## src/rtl/fifo_byte_tx.sv

```systemverilog
// Pops 32-bit words from a show-ahead FIFO and sends each one as a little-endian byte frame.
// Define FIFO_BYTE_TX_PARITY_EN to append an XOR parity byte, which then carries tx_last.
module fifo_byte_tx (
  input  logic        clk,
  input  logic        rst,
  input  logic        empty,
  input  logic [31:0] out_fifo,
  output logic        read_fifo_en,
  output logic [7:0]  tx_data,
  output logic        tx_valid,
  input  logic        tx_ready,
  output logic        tx_last,
  output logic        busy,
  output logic [15:0] tx_word_cnt
);

`ifdef FIFO_BYTE_TX_PARITY_EN
  localparam logic [2:0] LAST_IDX = 3'd4;
`else
  localparam logic [2:0] LAST_IDX = 3'd3;
`endif

  typedef enum logic {IDLE, SEND} state_t;

  state_t      state;
  state_t      state_nxt;
  logic [31:0] shreg;
  logic [2:0]  idx;
  logic        accept;
  logic        last_acc;

`ifdef FIFO_BYTE_TX_PARITY_EN
  logic [7:0] par;

  function automatic logic [7:0] word_parity(input logic [31:0] w);
    return w[7:0] ^ w[15:8] ^ w[23:16] ^ w[31:24];
  endfunction
`endif

  always_ff @(posedge clk or posedge rst) begin
    if (rst) state <= IDLE;
    else     state <= state_nxt;
  end

  // Outputs are decoded from registered state so reset clears them without waiting for a clock.
  always_comb begin
    state_nxt    = state;
    read_fifo_en = 1'b0;
    tx_valid     = 1'b0;
    tx_last      = 1'b0;
    busy         = 1'b0;
    tx_data      = 8'h00;
    accept       = 1'b0;
    last_acc     = 1'b0;
    case (state)
      IDLE: begin
        read_fifo_en = !empty && !rst;
        if (read_fifo_en) state_nxt = SEND;
      end
      SEND: begin
        tx_valid = 1'b1;
        busy     = 1'b1;
        tx_last  = (idx == LAST_IDX);
        tx_data  = shreg[7:0];
`ifdef FIFO_BYTE_TX_PARITY_EN
        if (idx == LAST_IDX) tx_data = par;
`endif
        accept       = tx_ready;
        last_acc     = tx_ready && tx_last;
        read_fifo_en = last_acc && !empty && !rst;
        if (last_acc && !read_fifo_en) state_nxt = IDLE;
      end
      default: state_nxt = IDLE;
    endcase
  end

  // A reload on the last accepted byte takes priority so back-to-back words have no bubble.
  always_ff @(posedge clk or posedge rst) begin
    if (rst) begin
      shreg       <= 32'h0;
      idx         <= 3'd0;
      tx_word_cnt <= 16'h0;
`ifdef FIFO_BYTE_TX_PARITY_EN
      par         <= 8'h00;
`endif
    end else begin
      if (read_fifo_en) begin
        shreg <= out_fifo;
        idx   <= 3'd0;
`ifdef FIFO_BYTE_TX_PARITY_EN
        par   <= word_parity(out_fifo);
`endif
      end else if (last_acc) begin
        idx <= 3'd0;
      end else if (accept) begin
        shreg <= {8'h00, shreg[31:8]};
        idx   <= idx + 3'd1;
      end
      if (last_acc) tx_word_cnt <= tx_word_cnt + 16'd1;
    end
  end

endmodule

```

## config.mk

```make
export PLATFORM = sky130hd
export DESIGN_NAME = fifo_byte_tx
export DESIGN_NICKNAME = d
export VERILOG_FILES = /design/src/rtl/fifo_byte_tx.sv
export SDC_FILE = /design/constraint.sdc
export NUM_CORES = 1
export LEC_CHECK = 0
export ABC_AREA = 1
export CAP_MARGIN = 20
export CORE_MARGIN = 3
export CORE_UTILIZATION = 40
export DETAILED_ROUTE_END_ITERATION = 8
export GPL_TIMING_DRIVEN = 0
export PLACE_DENSITY = 0.68
export REMOVE_ABC_BUFFERS = 1
export SYNTH_ARGS = -nofsm -noshare
export SYNTH_HDL_FRONTEND = slang
export SYNTH_SLANG_ARGS = --single-unit
```

## constraint.sdc

```tcl
create_clock -name clk -period 3.5 [get_ports clk]
set_input_delay 0.525 -clock clk [delete_from_list [all_inputs] [get_ports clk]]
set_output_delay 0.525 -clock clk [all_outputs]
set_load 0.005 [all_outputs]
```

# Yosys cells after proc, flatten, opt, wreduce, memory -nomap -nowiden
# Cells that the tools add are included.
# W data, S select, Z words.
# word_totals
register_bits	52
input_bits	36
elab_cells	35
# op_classes
addsub	2
eq_ne	2
muxes	15
bitwise	1
reduce_logical	11
# op_table
op	count
$mux W32	3
$add A16 B1 Y16 const B	1
$mux W3	3
$mux W8	1
$mux W1	6
$logic_and A1 B1 Y1	5
$pmux W1 S2	2
$add A3 B1 Y3 const B	1
$eq A3 B2 Y1 const B	1
$logic_not A1 Y1	3
$reduce_bool A3 Y1	1
$ne A2 B2 Y1 const B	1
$reduce_and A2 Y1	1
$reduce_bool A2 Y1	1
$not A1 Y1	1

# Logic depth before layout (Yosys ltp)
# depth
ltp_word	8
depth_mapped	10
depth_no_buf	9

# Worst setup path after synthesis
# OpenSTA, ideal clock, no wires.
# synth_timing
path_type	register to output
from	register idx[0]
to	output read_fifo_en
arrival_time_ns	1.306
required_time_ns	2.975
slack_ns	1.669
stages_incl_launch_ff	8
n_path_buf	1
cell_sequence	dfrtp_1 ha_1 ha_1 nand2_2 nand2_2 nand2_4 inv_4 buf_4
# synth_between
elab_chain_len	5
# synth_lines
item	line	text
start: declaration	28	logic [2:0] idx;
start signal: assignment	97	idx <= idx + 3'd1;
$eq A3 B2 Y1	63	tx_last = (idx == LAST_IDX);
$logic_and A1 B1 Y1	69	last_acc = tx_ready && tx_last;
$logic_and A1 B1 Y1 (2 in a row)	70	read_fifo_en = last_acc && !empty && !rst;
$pmux W1 S2	55	case (state)
end: declaration	8	output logic read_fifo_en,
# Every way passes these cells.

# Final worst setup path
# layout_timing
from	input tx_ready
to	output read_fifo_en
# layout_between
elab_chain_len	4
# layout_lines
item	line	text
start: declaration	11	input logic tx_ready,
$logic_and A1 B1 Y1	69	
$logic_and A1 B1 Y1 (2 in a row)	70	
$pmux W1 S2	55	
# Every way passes these cells.

==> results.json <==
{
  "yosys_register_bits": 52,
  "wl_met2_mm": 2.42,
  "holdWs_ns": 0.475,
  "syn-instance-count": 309,
  "synth_warnings": 0,
  "dieHeight_um": 85.2,
  "drtPass1Iterations": 4,
  "skew_ns": 0.00719,
  "status": "finished, final reports clean",
  "clk_pin_slew_ns": 0.08,
  "insertion_delay_ns": 0.30,
  "maxUsedRoutingLayer": "met4",
  "yosysSeqAreaShare": 0.519,
  "final_hold_viol_count": 0,
  "finalSetupViolations": 0,
  "core-area_um2": 5990,
  "min_period_ns": 2.84,
  "tritoncts": "yes",
  "wire_per_inst_um": 11.6,
  "wl_mm": 5.19,
  "synth_cell_types": 23,
  "cts_sinks": 52,
  "slew_headroom": 0.531,
  "first_global_vias": 1941,
  "slowest_stage": "clkdlybuf4s50_1",
  "worstPathMaxFanout": 34,
  "multi_input_area_um2": 1040,
  "startpoint_type": "input pin",
  "io_pins": 64,
  "met1_length_mm": 2.48,
  "final_max_slew_viol_count": 0,
  "cts_setup_buffers": 0,
  "dr.first_iter.drc_count": 87,
  "fin_setup_tns_ns": 0,
  "hpwl_mm": 3.67,
  "fmax_mhz": 352,
  "pwr_density_cell_nw_per_um2": 571,
  "h-tree-depth": 2,
  "synth.avg_cell_area_um2": 8.11,
  "syn_area_um2": 2510,
  "grt_pass1_wl_mm": 8.99,
  "crit_type": "input pin to output pin",
  "gp_congestion": 0.800,
  "rows": 28,
  "viasPerCell": 4.67,
  "grt_max_degree": 39,
  "cts_inserted_buffers": 5,
  "nNetsFinal": 409,
  "num-fill-cells": 574,
  "die_w_um": 85.2,
  "grt_use_total": 0.152,
  "end_kind": "output pin",
  "fin_cells": 446,
  "drt.antenna.violating_nets": 0,
  "path_cells": "clkdlybuf4s50_1 -> nand2_2 -> nand2_2 -> nand2_4 -> inv_4 -> clkdlybuf4s50_1",
  "finalCritPeriodShare": 0.812,
  "cts_resized": 0,
  "rsz0062_at_grt": "false",
  "diodes": 0,
  "max_slew.worst_pin.slew_ns": 0.702,
  "vias": 2084,
  "max-cap-violations": 0,
  "cts_root_buffer": "clkbuf_8",
  "syn_to_final_growth_pct": 30.3,
  "power_w": 0.00187,
  "placed_cells": 438,
  "drive_gt1_frac": 0.0593,
  "peakVddDrop_v": 0.000283,
  "slowest_delay_ns": 0.59,
  "hold_path.class": "flip-flop to flip-flop",
  "clock_path_buffers": 2,
  "required_ns": 2.97,
  "cp.arrival_ns": 2.32,
  "dieArea_um2": 7250,
  "power.leakage_nw": 1.61,
  "portBuffers": 63,
  "route.met3.wl_um": 232,
  "regArea_um2": 1300,
  "overflow": 0,
  "antenna_found_initial": 0,
  "drc": 0,
  "floorplan.initialDensity": 0.419,
  "holdBufCountCts": 0
}
## Yosys cell counts
cell type  instances  area (µm²)
nor2_1            15        56.3
nand3b_1           2        15.0
inv_4              1        6.26
o21ai_0            2        10.0
nand3_2            1        10.0
nand4_1            2        12.5
and2_1             1        6.26
buf_6              3        33.8
o21ai_1            2        10.0
xor2_1             4        35.0
nand2_2            4        25.0
nand2_4            1        11.3
nand2_1          141         529
ha_1               3        37.5
nand3_1           35         175
nor2_4             5        56.3
dfrtp_1           52        1300
buf_2              2        10.0
inv_1             22        82.6
clkbuf_1           1        3.75
buf_4              4        30.0
xnor2_1            4        35.0
o31ai_1            2        15.0
## path summary, 6_finish.rpt
path,start,endpoint,slack [ns],depth (start not counted)
setup / recovery,tx_ready,read_fifo_en,0.66,6
hold / removal,shreg[31]$_DFFE_PP0P_,shreg[31]$_DFFE_PP0P_,0.48,2
setup reg to reg,idx[0]$_DFFE_PP0P_,shreg[23]$_DFFE_PP0P_,1.27,9
hold reg to reg,shreg[31]$_DFFE_PP0P_,shreg[31]$_DFFE_PP0P_,0.48,2
max in group asynchronous,rst,shreg[23]$_DFFE_PP0P_,2.43,3
min in group asynchronous,rst,state$_DFF_PP0_,0.55,2
## placed cells by master (no fill, tap or decap), types with 2 or more instances in the layout
cell             count
o21ai_1              2
nand4_1              2
clkdlybuf4s50_1     63
clkbuf_8             6
o21ai_0              2
nand3_1             35
xor2_1               4
xnor2_1              4
dfrtp_1             52
clkinv_2             2
ha_1                 3
inv_1               21
nor2_4               5
nor2_1              15
nand2_2              4
o31ai_1              2
nand3b_1             2
nand2_1            141
## cells by family after synthesis
family | after synthesis | share of synthesized area
buffers and inverters | 33 | 0.0664
AND/OR/NAND/NOR | 207 | 0.358
AO/OA/AOI/OAI | 6 | 0.0140
flip-flops | 52 | 0.519
adder cells (fa/ha/maj) | 3 | 0.0150
XOR/XNOR | 8 | 0.0279
## power by group
part / switching (W) / internal, W
registers: 0.000126 / 0.000779
clock network: 0.000188 / 0.000158
logic: 0.000309 / 0.000305
total: 0.000623 / 0.00124
## sequential cells by signal (all words and copies together), names as in the netlist
| name | cells |
|---|---|
| shreg | 32 |
| state | 1 |
| idx | 3 |
| tx_word_cnt | 16 |
## routing by layer
metal | up-vias | track usage
li1 | 1074 | -
met1 | 957 | 0.211
met2 | 48 | 0.245
met3 | 5 | 0.0301
met4 | 0 | 0.0388
met5 | - | 0
## layout make-up
cell class | count | area share
sequential | 52 | 0.398
multi-input combinational | 224 | 0.318
timing repair buffer | 64 | 0.199
tap | 75 | 0.0287
inverter | 23 | 0.0272
clock buffer | 6 | 0.0253
clock inverter | 2 | 0.00306
## through the flow
stage	utilization	worst slack (ns)	area, µm²
2_1_floorplan	-	1.65	2430
3_3_place_gp	0.527	0.610	3150
3_5_place_dp	0.530	0.651	3170
4_1_cts	0.545	0.643	3270
5_1_grt	0.545	0.513	3270
6_report	0.545	0.659	3270
## critical path, delay by kind of cell
kind,cells,cell delay [ns]
buffers and inverters,3,1.45
and+or+nand+nor,3,0.32
Note: power is estimated with default switching activity, not from simulation.
